### config.mk
export PLATFORM = sky130hd
export DESIGN_NAME = alu_mul_sequencer
export DESIGN_NICKNAME = d
export VERILOG_FILES = /design/src/rtl/alu_mul_sequencer.sv
export SDC_FILE = /design/constraint.sdc
export NUM_CORES = 1
export LEC_CHECK = 0
export ABC_AREA = 1
export BUFFER_PORTS_ARGS = -buffer_cell sky130_fd_sc_hd__buf_4
export CAP_MARGIN = 20
export CORE_ASPECT_RATIO = 1.1
export CORE_UTILIZATION = 38
export CTS_CLUSTER_DIAMETER = 80
export DETAILED_ROUTE_END_ITERATION = 10
export PLACE_DENSITY = 0.65
export SYNTH_ARGS = -nofsm -noshare
export SYNTH_HDL_FRONTEND = slang
export SYNTH_SLANG_ARGS = --single-unit
### constraint.sdc
create_clock -name clk -period 7.7 [get_ports clk]
set_input_delay 1.54 -clock clk [delete_from_list [all_inputs] [get_ports clk]]
set_output_delay 1.54 -clock clk [all_outputs]
set_load 0.005 [all_outputs]
### src/rtl/alu_mul_sequencer.sv
// rtl/alu_mul_sequencer.sv - shift-and-add multiplier (low WIDTH bits) that borrows the shared ALU
module alu_mul_sequencer #(
    parameter int WIDTH = 32
) (
    input  logic             clk,
    input  logic             rst,
    input  logic             start,
    input  logic [WIDTH-1:0] op_a,
    input  logic [WIDTH-1:0] op_b,
    output logic             alu_req,
    input  logic             alu_gnt,
    output logic [WIDTH-1:0] alu_srca,
    output logic [WIDTH-1:0] alu_srcb,
    output logic [3:0]       alu_ctrl,
    input  logic [WIDTH-1:0] alu_result,
    output logic             busy,
    output logic             done,
    output logic [WIDTH-1:0] product
);

    typedef enum logic [1:0] {
        S_IDLE  = 2'd0,
        S_ADD   = 2'd1,
        S_SHIFT = 2'd2,
        S_DONE  = 2'd3
    } state_t;

    localparam logic [3:0]       ALU_ADD = 4'b0000;
    localparam logic [3:0]       ALU_SLL = 4'b0101;
    localparam logic [WIDTH-1:0] ONE     = {{(WIDTH-1){1'b0}}, 1'b1};

    state_t           state_q, state_d;
    logic [WIDTH-1:0] acc_q, acc_d;
    logic [WIDTH-1:0] mcand_q, mcand_d;
    logic [WIDTH-1:0] mplier_q, mplier_d;
    logic [WIDTH-1:0] product_q, product_d;
    logic [WIDTH-1:0] m1;

    assign m1 = mplier_q >> 1;

    always_comb begin
        state_d   = state_q;
        acc_d     = acc_q;
        mcand_d   = mcand_q;
        mplier_d  = mplier_q;
        product_d = product_q;
        alu_req   = 1'b0;
        alu_srca  = '0;
        alu_srcb  = '0;
        alu_ctrl  = ALU_ADD;

        case (state_q)
            S_IDLE: begin
                if (start) begin
                    acc_d    = '0;
                    mcand_d  = op_a;
                    mplier_d = op_b;
                    if (op_b == '0) begin
                        state_d = S_DONE;
                    end else if (op_b[0]) begin
                        state_d = S_ADD;
                    end else begin
                        state_d = S_SHIFT;
                    end
                end
            end
            S_ADD: begin
                alu_req  = 1'b1;
                alu_ctrl = ALU_ADD;
                alu_srca = acc_q;
                alu_srcb = mcand_q;
                if (alu_gnt) begin
                    acc_d   = alu_result;
                    state_d = S_SHIFT;
                end
            end
            S_SHIFT: begin
                alu_req  = 1'b1;
                alu_ctrl = ALU_SLL;
                alu_srca = mcand_q;
                alu_srcb = ONE;
                if (alu_gnt) begin
                    mcand_d  = alu_result;
                    mplier_d = m1;
                    // Terminate as soon as no multiplier bits remain; m1[0] is the next bit to inspect.
                    if (m1 == '0) begin
                        state_d = S_DONE;
                    end else if (m1[0]) begin
                        state_d = S_ADD;
                    end else begin
                        state_d = S_SHIFT;
                    end
                end
            end
            S_DONE: begin
                state_d = S_IDLE;
            end
            default: begin
                state_d = S_IDLE;
            end
        endcase

        // Capture on the edge entering DONE so product is already valid while done is high.
        if (state_d == S_DONE) begin
            product_d = acc_d;
        end
    end

    always_ff @(posedge clk or posedge rst) begin
        if (rst) begin
            state_q   <= S_IDLE;
            acc_q     <= '0;
            mcand_q   <= '0;
            mplier_q  <= '0;
            product_q <= '0;
        end else begin
            state_q   <= state_d;
            acc_q     <= acc_d;
            mcand_q   <= mcand_d;
            mplier_q  <= mplier_d;
            product_q <= product_d;
        end
    end

    assign busy    = (state_q != S_IDLE);
    assign done    = (state_q == S_DONE);
    assign product = product_q;

endmodule

==> results.md, run 1 <==
- Status: finished, final reports clean
- Fin cells: 1212
- Ys async rst share: 100%
- Largest cells by area after synthesis: dfrtp_1, nand2_1, nor2_1, o22ai_2, inv_1
- Crit Path Class: flop to output port
- FP Rows: 50
- Total power density per cell area: 451 nW/µm²
- MaxCap Viol Count: 0
- Crit. End Element: output port
- Max IR drop VDD: 0.270 mV
- Synth area leader: dfrtp_1
- GRT Resource Usage Total: 21.4%
- Via density per instance: 4.94
- Synth Area per Inst: 8.35 µm²
- HP Start: product[24]
- Total inserted antenna cells: 0
- Seq pwr share: 29.6%
- Antenna violations before repair: 0
- #FFs+latches synth: 129
- Hold endpoint: product[24]
- Initial Util: 39.0%
- Layout cells sized above 1: 29.2%
- Top_reg_cell synth: dfrtp_1
- Mapped Area: 6660 µm²
- Flop-to-flop setup slack: 4.08 ns
- Vias in the first global route: 5862
- Via count: 5990
- Largest net degree at the start of global routing: 103
- EDFF count, synth: 0
- P_int: 2.33 mW
- Detailed-route DRC error count: 0
- Max Clock Freq: 0.237 GHz
- P_sw: 1.66 mW
- Most common cell after layout, fill and taps aside: buf_4
- Floorplan core area: 17100 µm²
- CTS clk-pin slew, worst paths: 0.06 ns
- CP max FO: 18
- Die Height: 141 µm
- HPWL Detailed: 12400 µm
- Final period utilization: 54.7%
- Post-CTS Setup Inserts: 0
- Initial DRC Count: 394
- Clk buf depth: 2
- Pre-Repair DR Iteration Count: 5
- Die X: 128 µm
- Critical Path Start Type: flop
- Worst Skew: 0.00828 ns
- Pleak: 4.36 nW
- Yosys warnings: 0
- Post-CTS Resized: 0
- Reg2reg end: mcand_q[26]
- Placed cell count: 1180
- Relative max-transition margin: 30.2%
- Final Hold Vio Count: 0
- R2r startpoint: state_q[0]
- Setup TNS: 0 ns
- Placement Setup Slack: 3.74 ns
- Clk_lat worst skew: 0.42 ns
- Setup violators final: 0
- Hold depth: 2
- Worst-Margin Slew: 1.05 ns
- Final WL: 18600 µm
- Most frequent cells in the layout: buf_4, nand2_1, dfrtp_1
- Switching Share: 41.5%
- # H-tree levels: 4
- Io pins: 203
- Pins Over Slew Limit: 0
- CTS Sinks: 129
- Min-delay worst type: flop to flop
- Hold-fix buffers, CTS: 0
- Die Area: 18100 µm²
- Area grow syn2layout: 32.6%
- R2R cell count: 8
- Root Buffer: clkbuf_16
- Final hold slack: 0.473 ns
- Combinational share of power: 47.9%
- Gr ovfl total: 0
- Crit path DAT: 2.67 ns
- Antenna Nets Post-Route: 0
- Seq/Total Area, Yosys: 48.5%
- CTS Buf Count: 17
- Fin worst setup slack: 3.49 ns
- Top-area cell type share of the netlist area: 48.5%
- GPL Wtd Cong: 0.800
- Post-Syn Instances: 798
- CP startpoint: state_q[1]
- Clock power share: 22.5%
- Avg WL per Cell: 15.4 µm
- Fin nets: 1069
- Unrepaired setup endpoints after global routing: false
- Post-layout util: 51.7%
- Fin crit period: 4.21 ns
- CTS tree: done
- PortBufs: 200
- First-pass GRT wire length: 30200 µm
- WP data required: 6.16 ns
- Synth unique cells: 31
[layer usage]
| layer | global-route usage [%] | routed length (µm) | vias up |
|---|---|---|---|
| met3 | 4.63 | 948 | 25 |
| met5 | 0 | 0 | - |
| li1 | - | - | 2953 |
| met1 | 28.5 | 8570 | 2834 |
| met4 | 7.00 | 320 | 0 |
| met2 | 34.4 | 8810 | 178 |
[through the flow]
step	total power [mW]	area, µm²
after floorplan	2.52	6670
after global placement	3.08	8180
after detailed placement	3.12	8180
after CTS	4.03	8840
after global routing	4.30	8840
final	3.99	8840
[power by group through the flow]
stage                     Combinational [mW]  Clock (mW)  Sequential, mW
after floorplan                         1.37           0            1.16
after global placement                  1.90           0            1.18
after detailed placement                1.93           0            1.19
after CTS                               1.94       0.911            1.18
after global routing                    2.14       0.942            1.22
final                                   1.91       0.897            1.18
[area by class of cell]
class,instances,area (µm²)
fill,1677,8240
sequential,129,3230
multi-input combinational,508,2720
timing repair buffer,206,1550
clock buffer,19,453
inverter,103,389
tap,234,293
clock inverter,13,209
[worst max-delay path: stages, from the launching register on]
cell     delay [ns]
dfrtp_1        0.45
inv_1          0.14
ha_1           0.35
nand2_1        0.58
buf_4          0.39
o22ai_1        0.16
buf_4          0.18
[cells by family after synthesis]
family,share of synthesized area (%)
flops,48.5
other cells,0.0563
compound gates,18.7
buf+inv,11.1
fa+ha+maj,0.751
simple gates,21.0
[synth_stat cells, types with 2 or more instances]
| master | number |
|---|---|
| o22ai_2 | 30 |
| buf_2 | 16 |
| o22ai_1 | 32 |
| o211ai_1 | 29 |
| buf_6 | 11 |
| nand2_2 | 2 |
| ha_1 | 4 |
| nand4_1 | 32 |
| a31oi_1 | 34 |
| dfrtp_1 | 129 |
| buf_1 | 6 |
| o21ai_1 | 12 |
| a21oi_4 | 2 |
| nand2_1 | 185 |
| buf_4 | 7 |
| clkbuf_1 | 19 |
| nand3_1 | 6 |
| o21ai_2 | 2 |
| nor2_1 | 107 |
| inv_2 | 4 |
| inv_1 | 99 |
| o21ai_0 | 21 |
[flip-flops by register name, indices dropped and copies added, names as in the netlist]
register and flops:
acc_q 32, mcand_q 32, product 32, mplier_q 31
state_q 2
[worst max path at each step]
stage / slack [ns] / depth (start not counted) / endpoint
global placement: 3.78 / 11 / product[18]
global route: 3.35 / 6 / alu_srcb[0]
finish: 3.49 / 6 / alu_srca[30]
floorplan: 2.72 / 1 / acc_q[0]
CTS: 3.43 / 6 / alu_srca[30]
detailed placement: 3.74 / 11 / product[31]
Note: power is estimated with default switching activity, not from simulation.
==> run 2: changes to the inputs <==
clock period = 4.3 ns   (was 7.7 ns; I/O delays follow)
==> run 2 against run 1 <==
  * Sequential power is 79% higher
  * First-iteration DRC count is 21% lower
  * Non-clock buffer count is 3 higher
  * Register-to-register slack worse by 3.0 ns
  * Power is 73% higher
  * Cell area is 0.69% lower
  * Flip-flop and latch count stayed put
  * Critical path type unchanged
  * Critical endpoint is now alu_srca[29]
==> results.md, run 2 (synthesis gave the netlist of run 1 again) <==
- Status: finished, final reports clean
- Relative max-transition margin: 35.8% (+5.7 points)
- Initial DRC Count: 311 (-21%)
- Pre-Repair DR Iteration Count: 5 (unchanged)
- Post-CTS Resized: 0 (unchanged)
- Setup violators final: 0 (unchanged)
- Pins Over Slew Limit: 0 (unchanged)
- Antenna violations before repair: 0 (unchanged)
- Die X: 128 µm (unchanged)
- Clk_lat worst skew: 0.41 ns (about the same)
- WP data required: 3.44 ns (-2.72 ns)
- Min-delay worst type: flop to flop
- Antenna Nets Post-Route: 0 (unchanged)
- MaxCap Viol Count: 0 (unchanged)
- GRT Resource Usage Total: 21.4% (about the same)
- Die Height: 141 µm (unchanged)
- Area grow syn2layout: 31.7%
- Fin crit period: 3.48 ns
- PortBufs: 200 (unchanged)
- Pleak: 4.34 nW (-0.58%)
- CP max FO: 25 (+7)
- Largest net degree at the start of global routing: 130 (+26%)
- FILL cells: 1675 (-0.12%)
- Final period utilization: 80.9%
- GPL Wtd Cong: 0.765 (-4.4%)
- Unrepaired setup endpoints after global routing: false
- Detailed-route DRC error count: 0 (unchanged)
- Gr ovfl total: 0 (unchanged)
- Max Clock Freq: 0.288 GHz
- Final WL: 18400 µm (-1.1%)
- Root Buffer: clkbuf_16
- Vias in the first global route: 5839 (-0.39%)
- Post-CTS Setup Inserts: 0 (unchanged)
- Area of the multi-input gates: 2720 µm² (unchanged)
- Layout cells sized above 1: 28.9% (-0.34 points)
- Register Area: 3230 µm² (unchanged)
- Hold-fix buffers, CTS: 0 (unchanged)
- Via count: 5898 (-1.5%)
- FP Rows: 50 (unchanged)
- Floorplan core area: 17100 µm² (unchanged)
- Critical Path Start Type: flop
- Fin nets: 1072 (+0.28%)
- Die Area: 18100 µm² (unchanged)
- Total power density per cell area: 786 nW/µm² (+74%)
- CTS clk-pin slew, worst paths: 0.06 ns (about the same)
- Max IR drop VDD: 0.515 mV (+91%)
- Placed cell count: 1182 (+0.17%)
- Total power: 6.90 mW (+73%)
- Crit path DAT: 2.62 ns (-0.05 ns)
- CTS Sinks: 129 (unchanged)
- HPWL Detailed: 12500 µm (+0.69%)
- Setup TNS: 0 ns (unchanged)
- Avg WL per Cell: 15.2 µm (-1.2%)
- Post-layout util: 51.4% (-0.36 points)
- Total inserted antenna cells: 0 (unchanged)
- CTS Buf Count: 17 (unchanged)
- Crit. End Element: output port
- Io pins: 203 (unchanged)
- Final Hold Vio Count: 0 (unchanged)
- Worst Skew: 0.00924 ns (+0.000960 ns)
- CTS tree: done
- Most common cell after layout, fill and taps aside: buf_4
- # H-tree levels: 4 (unchanged)
- Clk buf depth: 2 (unchanged)
- Crit Path Class: flop to output port
- Fin cells: 1213 (+0.083%)
- Initial Util: 39.0% (unchanged)
- Most frequent cells in the layout: buf_4, nand2_1, dfrtp_1
- Worst-Margin Slew: 0.959 ns (-0.0885 ns)
- Via density per instance: 4.86 (-1.6%)
- First-pass GRT wire length: 29800 µm (-1.2%)
==> run 2: cell count changes in the layout (fill, tap and decap cells not counted) <==
| cell | delta |
|---|---|
| buf_12 | +3 |
| bufinv_16 | -4 |
| clkinv_2 | +2 |
| clkinv_4 | -3 |
| clkbuf_8 | +1 |
| clkbuf_1 | +4 |
| inv_4 | -1 |
| clkinvlp_4 | -1 |
==> run 2: path summary, 6_finish.rpt <==
path | slack [ns] | to | cells past startpoint | from
min | 0.47 | product[5] | 2 | product[5]
max in group asynchronous | 3.14 | mcand_q[5] | 3 | rst
max reg2reg | 1.06 | product[3] | 8 | state_q[0]
min reg2reg | 0.47 | product[5] | 2 | product[5]
min in group asynchronous | 0.65 | product[22] | 3 | rst
max | 0.82 | alu_srca[29] | 6 | state_q[0]
==> run 2: per-stage QoR <==
stage	instance area [µm²]	worst slack, ns	hold WS [ns]
4_1_cts	8760	0.543	0.473
3_5_place_dp	8220	0.982	0.459
6_report	8780	0.823	0.467
5_1_grt	8780	0.681	0.483
3_3_place_gp	8220	1.05	0.457
2_1_floorplan	6670	1.84	0.465
==> run 2: routing by layer <==
| layer | GRT usage, % | part of all wire (%) |
|---|---|---|
| met3 | 5.12 | 5.5 |
| met5 | 0 | 0 |
| met2 | 34.7 | 47 |
| met4 | 6.50 | 1.6 |
| met1 | 28.2 | 46 |
==> run 2: final cells by class <==
class | instances | area share [%]
sequential | 129 | 36.8
multi-input combinational | 508 | 31.0
timing repair buffer | 209 | 18.3
clock buffer | 24 | 5.49
inverter | 103 | 4.45
tap | 234 | 3.34
clock inverter | 6 | 0.656
==> run 2: power breakdown <==
part	total (mW)	switching (mW)	leakage, nW	internal [mW]
clock network	1.33	0.499	0.266	0.829
logic	3.46	2.13	2.45	1.33
registers	2.11	0.279	1.62	1.83
total	6.90	2.90	4.34	3.99
==> run 2: worst max-delay path, cell delays in order (launching register included) <==
cell and delay [ns]:
dfrtp_1 0.43, inv_1 0.14, ha_4 0.32, nand2_1 0.50
buf_4 0.42, o22ai_1 0.22, buf_4 0.15
==> run 3: changes to the inputs <==
clock period = 3.2 ns   (was 4.3 ns; I/O delays follow)
==> run 3 against run 2 <==
  * Power is 40% higher
  * Global-route usage is 0.15 points lower
  * Flip-flop and latch count stayed put
  * Cell count is 0.82% higher
  * Worst setup slack worse by 0.57 ns
  * Routed wire length is 1.3% higher
  * Clock skew hardly changed
  * First-iteration DRC count is 13% higher
  * Utilization is 0.97 points higher
  * Cell area is 1.9% higher
  * Via count is 1.9% higher
  * Largest cell class unchanged
==> results.md, run 3 (synthesis gave the netlist of run 1 again) <==
- Status: finished, final reports clean
- Max Clock Freq: 0.339 GHz
- GPL Wtd Cong: 0.799 (+4.5%)
- Unrepaired setup endpoints after global routing: false
- Die X: 128 µm (unchanged)
- R2r startpoint: state_q[1]
- Crit path DAT: 2.31 ns (-0.31 ns)
- Register Area: 3230 µm² (unchanged)
- Via count: 6009 (+1.9%)
- CTS Sinks: 129 (unchanged)
- # H-tree levels: 4 (unchanged)
- Final period utilization: 92.1%
- Post-CTS Setup Inserts: 0 (unchanged)
- CTS Buf Count: 17 (unchanged)
- Critical Path Start Type: flop
- WP data required: 2.56 ns (-0.88 ns)
- GRT Resource Usage Total: 21.2% (-0.15 points)
- HPWL Detailed: 13200 µm (+5.6%)
- Reg2reg end: product[27]
- CTS tree: done
- Pleak: 4.40 nW (+1.6%)
- Antenna violations before repair: 0 (unchanged)
- Area of the multi-input gates: 2720 µm² (unchanged)
- PortBufs: 200 (unchanged)
- MaxCap Viol Count: 0 (unchanged)
- Setup violators final: 0 (unchanged)
- Avg WL per Cell: 15.3 µm (+0.47%)
- Flop-to-flop setup slack: 0.80 ns (-0.26 ns)
- FP Rows: 50 (unchanged)
- Final WL: 18700 µm (+1.3%)
- Area grow syn2layout: 34.2%
- Antenna Nets Post-Route: 0 (unchanged)
- Worst-Margin Slew: 0.924 ns (-0.0348 ns)
- Setup TNS: 0 ns (unchanged)
- FILL cells: 1644 (-1.9%)
- R2R cell count: 7 (-1)
- Total power density per cell area: 1080 nW/µm² (+37%)
- Max IR drop VDD: 0.648 mV (+26%)
- Crit. End Element: output port
- Gr ovfl total: 0 (unchanged)
- Min-delay worst type: input pin to async pin
- Floorplan core area: 17100 µm² (unchanged)
- Post-CTS Resized: 0 (unchanged)
- Vias in the first global route: 5775 (-1.1%)
- Fin crit period: 2.95 ns
- Crit Path Class: flop to output port
- Initial Util: 39.0% (unchanged)
- GR Util met1: 28.6% (+0.37 points)
- Clk_lat worst skew: 0.42 ns (about the same)
- CTS clk-pin slew, worst paths: 0.06 ns (about the same)
- Largest net degree at the start of global routing: 130 (unchanged)
- Gr busiest metal: met2
- Hold-fix buffers, CTS: 0 (unchanged)
- Total inserted antenna cells: 0 (unchanged)
- CP endpoint: alu_srca[26]
- Root Buffer: clkbuf_16
- CP max FO: 14 (-44%)
- Total power: 9.66 mW (+40%)
- First-pass GRT wire length: 29700 µm (-0.25%)
- CP startpoint: state_q[1]
- Worst Skew: 0.00940 ns (+0.000156 ns)
- Fin nets: 1080 (+0.75%)
- Io pins: 203 (unchanged)
- Most common cell after layout, fill and taps aside: buf_4
- Final Hold Vio Count: 0 (unchanged)
- Detailed-route DRC error count: 0 (unchanged)
- M3 GR Usage: 4.36% (-0.76 points)
- Pins Over Slew Limit: 0 (unchanged)
- Layout cells sized above 1: 30.0% (+1.1 points)
- Clk buf depth: 2 (unchanged)
- Relative max-transition margin: 38.2% (+2.3 points)
- Via density per instance: 4.91 (+1.0%)
- Initial DRC Count: 352 (+13%)
- GRT met2 Usage: 35.0% (+0.28 points)
- Post-layout util: 52.4% (+0.97 points)
- Die Height: 141 µm (unchanged)
- Die Area: 18100 µm² (unchanged)
- Most frequent cells in the layout: buf_4, nand2_1, dfrtp_1
- Pre-Repair DR Iteration Count: 7 (+2)
-- run 3: layout make-up --
type,instances,share of cell area [%]
Clock inverter,14,2.02
Multi-Input combinational cell,508,30.4
Inverter,103,4.37
Sequential cell,129,36.1
Clock buffer,18,4.91
Tap cell,234,3.27
Timing Repair Buffer,217,18.9
-- run 3: through the flow --
step	setup WS (ns)	cells	area, µm²	hold WS (ns)
floorplan	0.965	799	6670	0.465
global placement	0.781	1191	8320	0.456
detailed placement	0.739	1191	8320	0.461
CTS	0.292	1223	8940	0.453
global route	0.155	1223	8940	0.462
finish	0.253	1223	8940	0.390
-- run 3: worst min path at each step --
stage,startpoint,to,slack [ns],cells after the start
finish,rst,product[25],0.39,3
global route,rst,product[25],0.46,3
CTS,op_a[26],mcand_q[26],0.45,3
detailed placement,product[5],product[5],0.46,2
global placement,product[5],product[5],0.46,2
floorplan,product[0],product[0],0.46,2
-- run 3: report_power, final --
part	internal [mW]	switching, mW
combinational	1.90	2.91
clock	1.26	0.757
sequential	2.46	0.374
total	5.62	4.04
-- run 3: layer usage --
layer | vias up | share of wire (%)
met4 | 0 | 0.95
met3 | 15 | 5.0
met1 | 2841 | 45
met5 | - | 0
li1 | 2992 | -
met2 | 161 | 49
-- run 3: critical path, cell delays in order, from the launching register on --
cell and delay, ns:
dfrtp_1 0.43, inv_1 0.16, ha_1 0.38, nand2_2 0.25, buf_4 0.27, o22ai_1 0.22
buf_4 0.16
